===== src/rtl/add_round_key_stream.sv =====
`default_nettype none
// +-----------------------------------------------------------------------------+
// | add_round_key_stream: column-serial AES-128 AddRoundKey with shadowed key.   |
// | Optional macro ADDKEY_BYPASS_EN adds a per-column bypass input.              |
// | Revision: 1.0                                                                |
// +-----------------------------------------------------------------------------+
module add_round_key_stream #(
   parameter  int COL_W    = 32,
   parameter  int NUM_COLS = 4,
   localparam int KEY_W    = COL_W * NUM_COLS,
   localparam int CNT_W    = $clog2(NUM_COLS)
) (
   input  logic               clk,
   input  logic               reset,
   input  logic               key_load,
   input  logic [KEY_W-1:0]   key_in,
   output logic               key_valid,
   output logic               key_pending,
   input  logic               in_valid,
   output logic               in_ready,
   input  logic [COL_W-1:0]   in_data,
`ifdef ADDKEY_BYPASS_EN
   input  logic               bypass,
`endif
   output logic               out_valid,
   input  logic               out_ready,
   output logic [COL_W-1:0]   out_data,
   output logic [CNT_W-1:0]   out_col,
   output logic               out_last
);

   localparam logic [CNT_W-1:0] c_LAST_COL = CNT_W'(NUM_COLS - 1);

   logic [KEY_W-1:0] r_key;
   logic [KEY_W-1:0] r_shadow;
   logic             r_key_valid;
   logic             r_key_pending;
   logic [CNT_W-1:0] r_col_cnt;
   logic             r_out_valid;
   logic [COL_W-1:0] r_out_data;
   logic [CNT_W-1:0] r_out_col;
   logic             r_out_last;

   logic             w_in_ready;
   logic             w_in_xfer;
   logic             w_out_xfer;
   logic             w_boundary;
   logic             w_wrap;
   logic [COL_W-1:0] w_key_col;
   logic [COL_W-1:0] w_col_data;

   assign w_in_ready = r_key_valid && (!r_out_valid || out_ready);
   assign w_in_xfer  = in_valid && w_in_ready;
   assign w_out_xfer = r_out_valid && out_ready;
   assign w_boundary = (r_col_cnt == '0);
   assign w_wrap     = w_in_xfer && (r_col_cnt == c_LAST_COL);

   // Column 0 of the key lives in the most significant bits.
   always_comb begin
      w_key_col = '0;
      for (int i = 0; i < NUM_COLS; i++) begin
         if (r_col_cnt == CNT_W'(i)) begin
            w_key_col = r_key[KEY_W-1-i*COL_W -: COL_W];
         end
      end
   end

`ifdef ADDKEY_BYPASS_EN
   assign w_col_data = bypass ? in_data : (in_data ^ w_key_col);
`else
   assign w_col_data = in_data ^ w_key_col;
`endif

   always_ff @(posedge clk) begin
      if (reset) begin
         r_key         <= '0;
         r_shadow      <= '0;
         r_key_valid   <= 1'b0;
         r_key_pending <= 1'b0;
      end else if (key_load) begin
         // Direct load only when no column is using the key this cycle or the
         // block is closing; otherwise hold it until the next boundary.
         if ((w_boundary && !w_in_xfer) || w_wrap) begin
            r_key         <= key_in;
            r_key_valid   <= 1'b1;
            r_key_pending <= 1'b0;
         end else begin
            r_shadow      <= key_in;
            r_key_pending <= 1'b1;
         end
      end else if (w_wrap && r_key_pending) begin
         r_key         <= r_shadow;
         r_key_pending <= 1'b0;
      end
   end

   always_ff @(posedge clk) begin
      if (reset) begin
         r_col_cnt   <= '0;
         r_out_valid <= 1'b0;
         r_out_data  <= '0;
         r_out_col   <= '0;
         r_out_last  <= 1'b0;
      end else if (w_in_xfer) begin
         r_col_cnt   <= w_wrap ? '0 : r_col_cnt + 1'b1;
         r_out_valid <= 1'b1;
         r_out_data  <= w_col_data;
         r_out_col   <= r_col_cnt;
         r_out_last  <= (r_col_cnt == c_LAST_COL);
      end else if (w_out_xfer) begin
         r_out_valid <= 1'b0;
      end
   end

   assign key_valid   = r_key_valid;
   assign key_pending = r_key_pending;
   assign in_ready    = w_in_ready;
   assign out_valid   = r_out_valid;
   assign out_data    = r_out_data;
   assign out_col     = r_out_col;
   assign out_last    = r_out_last;

endmodule
`default_nettype wire

===== config.mk =====
export PLATFORM = sky130hd
export DESIGN_NAME = add_round_key_stream
export DESIGN_NICKNAME = d
export VERILOG_FILES = /design/src/rtl/add_round_key_stream.sv
export SDC_FILE = /design/constraint.sdc
export NUM_CORES = 1
export LEC_CHECK = 0
export ABC_AREA = 1
export CAP_MARGIN = 25
export CORE_AREA = 2 2 181 183
export DETAILED_ROUTE_END_ITERATION = 7
export DIE_AREA = 0 0 183 185
export DONT_BUFFER_PORTS = 1
export PLACE_DENSITY = 0.63
export SKIP_LAST_GASP = 1
export SYNTH_ARGS = -nofsm -noshare
export SYNTH_HDL_FRONTEND = slang
export SYNTH_SLANG_ARGS = --single-unit
export TNS_END_PERCENT = 5

===== constraint.sdc =====
create_clock -name clk -period 1.85 [get_ports clk]
set_clock_uncertainty 0.1 [all_clocks]
set_input_delay 0.2775 -clock clk [delete_from_list [all_inputs] [get_ports clk]]
set_output_delay 0.2775 -clock clk [all_outputs]
set_load 0.05 [all_outputs]

# After elaboration in Yosys (flattened, before gate mapping)

Index checks and enable logic that the tools add are counted.

Input port bits: 165
Word-level logic and storage cells: 45
Output and inout port bits: 39
Register bits after elaboration: 296

Reduce and logical (&&, ||, !) cells: 16
Multiplexer cells: 13
Bitwise gates (word level): 2
Add/subtract/negate cells: 1
Eq/ne operators: 4

Operator list:

| cell                  | number |
|---|---|
| $mux W128             | 3 |
| $mux W32              | 4 |
| $xor A32 B32 Y32      | 1 |
| $logic_and A1 B1 Y1   | 6 |
| $reduce_and A2 Y1     | 3 |
| $mux W1               | 5 |
| $eq A2 B2 Y1 const B  | 2 |
| $reduce_bool A2 Y1    | 2 |
| $add A2 B1 Y2 const B | 1 |
| $eq A2 B1 Y1 const B  | 1 |
| $logic_not A1 Y1      | 2 |
| $logic_not A2 Y1      | 1 |
| $logic_or A1 B1 Y1    | 2 |
| $mux W2               | 1 |
| $ne A2 B1 Y1 const B  | 1 |
| $not A1 Y1            | 1 |

# Longest topological paths before layout

Gate-level depths: netlist of the first run.

Word-level depth: 9
Mapped depth: 13
Mapped depth without buffers: 11

# Worst setup path after synthesis of the first run

No wires, ideal clock.

Kind: register to output
From: reg r_key_valid (netlist: key_valid)
To: out in_ready
Stages on the path, launching flop included: 3
Path buffers: 0
Arrival time: 1,449 ps
Path slack: 23 ps
Path through: dfxtp_1 > inv_1 > nor2_1

Longest elaborated chain between the ends: 1

RTL lines:

| item                   | line | text |
|---|---|---|
| start, declared        | 36   | `logic r_key_valid;` |
| start signal, assigned | 78   | `r_key_valid <= 1'b0;` |
| start signal, assigned | 85   | `r_key_valid <= 1'b1;` |
| $logic_and A1 B1 Y1    | 52   | `assign w_in_ready = r_key_valid && (!r_out_valid \|\| out_ready);` |
| end, declared          | 20   | `output logic in_ready,` |

Every way passes these cells.

# Worst setup path after layout of the first run

From: reg r_col_cnt[0]
To: reg r_shadow[93]

Longest elaborated chain between the ends: 5
Elaborated cells on any way between the ends: 7
Those cells by class: eq/ne: 1; bitwise: 1; reduce/logical: 5

RTL lines:

| item                                                    | line   | text |
|---|---|---|
| start, declared                                         | 38     | `logic [CNT_W-1:0] r_col_cnt;` |
| start signal, assigned                                  | 105    | `r_col_cnt <= w_wrap ? '0 : r_col_cnt + 1'b1;` |
| $eq A2 B2 Y1 / $logic_not A2 Y1 (equally long branches) | 56, 55 |  |
| $logic_and A1 B1 Y1, on equally long branches           | 56, 83 |  |
| $logic_or A1 B1 Y1 *                                    | 83     | `if ((w_boundary && !w_in_xfer) \|\| w_wrap) begin` |
| $not A1 Y1 (no source line) *                           | --     |  |
| $reduce_and A2 Y1 (no source line) *                    | --     |  |
| end signal, assigned                                    | 88     | `r_shadow <= key_in;` |
| end, declared                                           | 35     | `logic [KEY_W-1:0] r_shadow;` |

Every way passes the cells marked *; elsewhere a longest branch is shown, timed or not.
A chain may end at the register's enable or synchronous reset.

==> results of run 1 <==
## sequential cells by signal (all words and copies together) (netlist names)
| name | flops |
|---|---|
| out_data | 32 |
| out_last | 1 |
| r_col_cnt | 2 |
| r_shadow | 128 |
| out_valid | 1 |
| key_pending | 1 |
| out_col | 2 |
| r_key | 128 |
| key_valid | 1 |
## synth_stat cells
library cell,n,area share (%)
dfxtp_1,296,39
inv_1,280,7.0
buf_4,2,0.10
mux2_2,36,2.7
a211oi_1,1,0.050
inv_2,1,0.025
ha_1,4,0.33
nand3_1,340,11
nand2_1,568,14
buf_6,1,0.075
nor2_1,155,3.9
o21ai_0,109,3.6
o21a_1,20,1.0
a21oi_1,314,10
nor2_2,1,0.042
buf_2,117,3.9
nand3_2,2,0.13
nand2_2,2,0.083
nand4_1,1,0.042
clkbuf_1,65,1.6
buf_1,3,0.075
## cell families (layout without fill, tap and decap cells)
| logic type | count (synthesis) | count (layout) | synth area share, % |
|---|---|---|---|
| multiplexers | 36 | 36 | 2.696 |
| AO/OA/AOI/OAI | 444 | 444 | 15.13 |
| other | 0 | 2 | 0 |
| adder cells (fa/ha/maj) | 4 | 4 | 0.3328 |
| flip-flops | 296 | 296 | 39.40 |
| buffers and inverters | 469 | 570 | 12.78 |
| AND/OR/NAND/NOR | 1069 | 1069 | 29.66 |
## final timing paths
kind | from | end | slack (ns) | cells after the start
max reg2reg | r_col_cnt[0] | r_shadow[93] | -0.11 | 10
min | reset | r_shadow[21] | -0.24 | 1
min reg2reg | r_shadow[72] | r_shadow[72] | 0.36 | 2
max | r_col_cnt[0] | r_shadow[93] | -0.11 | 10
## placed cells by master (no fill, tap or decap), drive strengths merged
cell type | Yosys | routed
inv | 281 | 282
o21a | 20 | 20
nand3 | 342 | 342
clkbuf | 65 | 48
a21oi | 314 | 314
bufinv | 0 | 3
dfxtp | 296 | 296
dlygate4sd3 | 0 | 153
mux2 | 36 | 36
a211oi | 1 | 1
nor2 | 156 | 156
clkinvlp | 0 | 1
clkinv | 0 | 9
ha | 4 | 4
buf | 123 | 74
nand2 | 570 | 570
o21ai | 109 | 109
nand4 | 1 | 1
diode | 0 | 2
## power groups by stage
stage	Combinational (mW)	Sequential [mW]	Clock (mW)
after floorplan	2.27	7.46	0
after global placement	2.96	7.51	0
after detailed placement	3.02	7.52	0
after CTS	3.51	7.38	7.22
after global routing	3.97	7.44	7.48
final	3.55	7.39	7.14
## metal layers
layer / track usage, % / wire [µm]
met2: 42.89 / 20830
met5: 0 / 0
met4: 9.280 / 1558
met3: 5.289 / 3244
met1: 37.51 / 21550
## per-stage QoR
step	worst slack [ns]	instance area [µm²]	total power, mW	utilization (%)	std cells
2_1_floorplan	0.02349	15040	9.728	-	2318
3_3_place_gp	-0.06815	15590	10.47	48.67	2604
3_5_place_dp	-0.1193	15590	10.53	48.67	2604
4_1_cts	-0.02630	18530	18.12	57.83	2824
5_1_grt	-0.1282	18580	18.89	58.00	2827
6_report	-0.1106	18590	18.08	58.01	2829
## repair_timing
action | in CTS | in global routing
hold buffers | 152 | 1
pin swaps | 3 | 2
buffers inserted | 2 | 2
cloned | 4 | 0
endpoints found under the setup margin | 143 | 282
hold endpoints to repair | 262 | 136
resized for setup | 20 | 7
## final cells by class
class / instances / share of cell area (%)
clock buffers: 48 / 5.526
inverters: 281 / 5.688
well taps: 408 / 2.746
multi-input cells: 1553 / 39.18
diodes: 2 / 0.02693
clock inverters: 14 / 0.8481
repair buffers: 227 / 14.10
flip-flops and latches: 296 / 31.89
==> summary.txt, run 1 <==
==================================================================================
Net count reported at finish                                                 2,562
CP max-delay cell                                                          dfxtp_2
Routed Antenna Nets                                                              0
Wire length of the first global-routing pass                             73,580 µm
Filler Cell Count                                                            3,032
Clk root buf                                                             clkbuf_16
Vias per inst                                                                5.270
Maximum number of pins on one net before global-route repair                   353
Number of endpoints failing setup at the final stage                           143
CP bufs+invs                                                                     4
Number of core rows                                                             66
Maximum clock path buffer count                                                  3
Clk pwr share                                                                39.5%
Number of ports placed on the die boundary                                     204
Vertical extent of the die                                                  185 µm
RSZ-0062 raised after global routing                                          true
Critical Path, Cell by Cell                                           ha_4 -> inv_1 -> nand4_1 -> buf_4 -> nand2_8 -> nand2_8 -> buf_12 -> buf_16 -> nand2_1 -> a21oi_1
Number of unique standard cell types used by synthesis                          21
Gate count after technology mapping                                          2,318
CTS clock-pin slew for the worst setup and hold paths                      0.06 ns
Vias                                                                        14,910
Antenna violations before repair                                                 2
Final critical-path share of the clock period                               106.0%
Critical Path Sink Type                                                   register
Violation count after the first detailed-routing iteration                   1,338
Max IR drop VDD                                                        0.0007232 V
Placer's final routability congestion estimate                              0.8372
Cell type with the highest occurrence count on the critical path           nand2_8
Detailed-routing iteration count for the pre-antenna-repair pass                 6
Full die area                                                           33,860 µm²
Part of the power in registers                                               40.9%
Width of the chip                                                           183 µm
Highest clock rate                                                       510.1 MHz
Footprint of the multi-input gates                                        7282 µm²
Fraction of layout cells with a size suffix above 1                         7.730%
Sequential cell area                                                      5928 µm²
Arrival time at the worst endpoint                                         2.25 ns
Hold Crit Class                                                       input pin to register
WP data required                                                           2.13 ns
Synthesis-to-layout area growth                                             23.60%
Final hold vios                                                                130
Effective utilization at floorplan                                          46.93%
Final-layout setup total negative slack                                  -3.335 ns
Post-synthesis area per instance                                         6.488 µm²
Setup Crit Path Kind                                                  register to register
Total of buffers placed on input and output ports                                0
Cell Pwr Density                                                      972.5 nW/µm²
Total CTS buffers                                                               34
Count of state elements after synthesis                                        296
Net Switching                                                             5.377 mW
Total internal power                                                      12.70 mW
Fraction of the yosys area taken by sequential cells                        39.40%
Transition time of the tightest slew-check pin                           0.7236 ns
Number of remaining DRC errors                                                   0
Failing checks                                                        negative hold slack, negative setup slack
Family of cells with the greatest summed delay on the critical path   buffers and inverters
Switching Share                                                             29.75%
Part of the total power dissipated in combinational logic                    19.6%
Congestion Overflow GR                                                           0
Max capacitance violation total                                                  0
Maximum fanout along the worst path                                             15
Pleak                                                                     8.026 nW
Worst setup SP type                                                       register
Global-route usage over all layers                                          27.28%
Core region area                                                        32,040 µm²
Fin. max-slew vios                                                               0
Detailed placement HPWL                                                  30,340 µm
Clk sink count                                                                 296
Number of global-route vias before repair                                   13,610
CP max stage delay                                                         0.35 ns
Shortest period the worst path allows                                     1.961 ns
Clock tree from TritonCTS                                                     done
Number of nets in the synthesized netlist                                    2,487
Worst-case headroom to the max-slew limit                                   51.25%
Synthesized cell area                                                   15,040 µm²
Outcome                                                               finished with violations
Ys Warns                                                                         0
Total Wirelength                                                         47,180 µm
Worst-case setup margin in the final layout                             -0.1106 ns
Routed WL per cell                                                        16.68 µm
Worst slack on hold paths                                               -0.2414 ns
Worst skew pair latency                                                    0.52 ns
H-tree Lvls                                                                      2
==================================================================================
No activity file was read; power rests on OpenSTA's default activity.
==> inputs of run 2 (changes only) <==
--- a/config.mk
+++ b/config.mk
@@ -6,12 +6,12 @@
 export NUM_CORES = 1
 export LEC_CHECK = 0
 export ABC_AREA = 1
-export CAP_MARGIN = 25
-export CORE_AREA = 2 2 181 183
+export CAP_MARGIN = 5
+export CORE_AREA = 2 2 254 131
 export DETAILED_ROUTE_END_ITERATION = 7
-export DIE_AREA = 0 0 183 185
+export DIE_AREA = 0 0 256 133
 export DONT_BUFFER_PORTS = 1
-export PLACE_DENSITY = 0.63
+export PLACE_DENSITY = 0.64
 export SKIP_LAST_GASP = 1
 export SYNTH_ARGS = -nofsm -noshare
 export SYNTH_HDL_FRONTEND = slang
==> run 2 against run 1 <==
Effect of this change: combinational power increased by 22%; critical path type unchanged; highest routed layer is now met5; cell area increased by 8.3%; final cell count increased by 5.4%; global-route usage increased by 1.0 points; the flow still finishes with violations (negative hold slack, negative setup slack); clock power decreased by 11%; routed wire length increased by 15%; sequential share of layout area decreased by 2.4 points; largest cell class unchanged.
==> summary.txt, run 2 (synthesis results as in run 1) <==
====================================================================================
Routed WL per cell                                                          18.20 µm   was 16.68 µm
Critical Path Sink Type                                                     register   unchanged
Worst skew pair latency                                                      0.57 ns   was 0.52 ns
Antenna violations before repair                                                   3   was 2
Wire length of the first global-routing pass                               77,330 µm   was 73,580 µm
Outcome                                                                 finished with violations   unchanged
Maximum clock path buffer count                                                    3   unchanged
Transition time of the tightest slew-check pin                             0.9437 ns   was 0.7236 ns
Net count reported at finish                                                   2,689   was 2,562
Global-route usage over all layers                                            28.31%   was 27.28%
Routed Antenna Nets                                                                0   unchanged
Fraction of layout cells with a size suffix above 1                           10.12%   was 7.730%
Max capacitance violation total                                                    0   unchanged
Leading cell type in the layout, fill and taps excluded                      nand2_1   unchanged
Failing checks                                                          negative hold slack, negative setup slack   unchanged
Critical Path, Cell by Cell                                             ha_4 -> inv_2 -> nand4_1 -> nand3_4 -> buf_8 -> buf_12 -> buf_12 -> nand3_1 -> nand2_1 -> nor2_1   was ha_4 -> inv_1 -> nand4_1 -> buf_4 -> nand2_8 -> nand2_8 -> buf_12 -> buf_16 -> nand2_1 -> a21oi_1
Detailed placement HPWL                                                    32,860 µm   was 30,340 µm
Setup Crit Path Kind                                                    register to register   unchanged
H-tree Lvls                                                                        1   was 2
Width of the chip                                                             256 µm   was 183 µm
Number of endpoints failing setup at the final stage                             263   was 143
Launch instance of the worst min-delay path                                    reset   unchanged
Cell type with the highest occurrence count on the critical path              buf_12   was nand2_8
Worst-case setup margin in the final layout                               -0.1694 ns   was -0.1106 ns
Clock tree from TritonCTS                                                       done   unchanged
Cell Pwr Density                                                        899.0 nW/µm²   was 972.5 nW/µm²
Final critical-path share of the clock period                                 109.2%   was 106.0%
Family of cells with the greatest summed delay on the critical path     simple AND/OR/NAND/NOR gates   was buffers and inverters
Number of remaining DRC errors                                                     0   unchanged
Congestion Overflow GR                                                             0   unchanged
Commonest cells after routing, fill and taps aside                      556 x nand2_1, 327 x nand3_1, 295 x a21oi_1   was 563 x nand2_1, 340 x nand3_1, 310 x a21oi_1
Worst-case headroom to the max-slew limit                                     36.88%   was 51.25%
Vias                                                                          16,070   was 14,910
Number of global-route vias before repair                                     13,960   was 13,610
Synthesis-to-layout area growth                                               33.91%   was 23.60%
Clk sink count                                                                   296   unchanged
Clk root buf                                                               clkbuf_16   unchanged
Final design area excluding fillers                                       20,140 µm²   was 18,590 µm²
Number of core rows                                                               47   was 66
Number of buffers inserted for hold repair after clock tree synthesis            245   was 152
Vias per inst                                                                  5.388   was 5.270
RR Startpoint                                                           r_col_cnt[1]   was r_col_cnt[0]
Final hold vios                                                                  135   was 130
Effective utilization at floorplan                                            46.75%   was 46.93%
Number of ports placed on the die boundary                                       204   unchanged
Worst setup SP type                                                         register   unchanged
Full die area                                                             34,050 µm²   was 33,860 µm²
Worst slack on hold paths                                                 -0.2903 ns   was -0.2414 ns
Shortest period the worst path allows                                       2.019 ns   was 1.961 ns
Total Wirelength                                                           54,280 µm   was 47,180 µm
Max IR drop VDD                                                          0.0006905 V   was 0.0007232 V
Pleak                                                                       8.665 nW   was 8.026 nW
CP max stage delay                                                           0.36 ns   was 0.35 ns
CP max-delay cell                                                            dfxtp_4   was dfxtp_2
Highest clock rate                                                         495.2 MHz   was 510.1 MHz
RSZ-0062 raised after global routing                                            true   unchanged
Final-layout setup total negative slack                                    -23.68 ns   was -3.335 ns
Total of buffers placed on input and output ports                                  0   unchanged
CP bufs+invs                                                                       4   unchanged
Hold Crit Class                                                         input pin to register   unchanged
Worst setup path start                                                  r_col_cnt[1]   was r_col_cnt[0]
Detailed-routing iteration count for the pre-antenna-repair pass                   6   unchanged
Total CTS buffers                                                                 28   was 34
Vertical extent of the die                                                    133 µm   was 185 µm
Setup Slack @ Placement                                                  -0.08366 ns   was -0.1193 ns
Violation count after the first detailed-routing iteration                     1,833   was 1,338
Cell area after placement                                                 15,670 µm²   was 15,590 µm²
Core region area                                                          32,170 µm²   was 32,040 µm²
Fraction of the core area covered by cells at the end of the flow             62.60%   was 58.01%
Placer's final routability congestion estimate                                0.9004   was 0.8372
Maximum fanout along the worst path                                                7   was 15
CTS clock-pin slew for the worst setup and hold paths                        0.07 ns   was 0.06 ns
WP data required                                                             2.21 ns   was 2.13 ns
Maximum number of pins on one net before global-route repair                     353   unchanged
Fin. max-slew vios                                                                 0   unchanged
Arrival time at the worst endpoint                                           2.37 ns   was 2.25 ns
====================================================================================
run 2: changes by cell type in the layout (fill, tap and decap cells not counted), sizes merged:
cell,previous run,this run
dlygate4sd3,153,245
buf,74,91
clkbuf,48,62
clkinv,9,7
bufinv,3,4
clkinvlp,1,0
inv,282,281
nand2,570,571
run 2: metrics by stage:
step                      power (mW)  instances
final                          18.10       2983
after global routing           18.79       2983
after CTS                      17.38       2945
after detailed placement       10.63       2650
after global placement         10.55       2650
after floorplan                9.728       2318
run 2: worst reg2reg max path, cell delays in order (launching register included):
cell and delay (ns):
dfxtp_4 0.36, ha_4 0.17, inv_2 0.05, nand4_1 0.28, nand3_4 0.25, buf_8 0.17, buf_12 0.17, buf_12 0.14
nand3_1 0.08, nand2_1 0.08, nor2_1 0.04
run 2: final cells by class:
cell class                 count  area, µm²
antenna                        2      5.005
clock buffer                  39      833.3
clock inverter                11      155.1
fill                        2907      12030
inverter                     281       1057
multi-input combinational   1554       7438
sequential                   296       5932
tap                          441      551.8
timing repair buffer         359       4165
run 2: report_power, final:
group	internal [mW]	total (mW)	switching (mW)
sequential	6.92	7.44	0.517
clock	3.68	6.34	2.65
combinational	1.92	4.33	2.41
run 2: path summary, 6_finish.rpt:
path                        to  slack (ns)  depth (start not counted)
setup / recovery     r_key[65]       -0.17                         10
hold / removal       key_valid       -0.29                          1
setup reg to reg     r_key[65]       -0.17                         10
hold reg to reg   r_shadow[56]        0.36                          2
run 2: routing by layer:
metal / vias up / wire [µm] / track usage, % / share of wire (%)
met5: - / 7 / 0 / 0.013
met3: 87 / 5912 / 5.575 / 11
met2: 708 / 21850 / 40.63 / 40
li1: 7804 / - / - / -
met4: 2 / 1171 / 5.491 / 2.2
met1: 7471 / 25340 / 43.56 / 47
run 2: repair_timing:
action,4_1_cts,5_1_grt
endpoints found under the setup margin,66,288
gates cloned,0,27
endpoints found under the hold margin,290,149
resized for setup,6,72
pin swaps,0,14
setup buffers,0,9
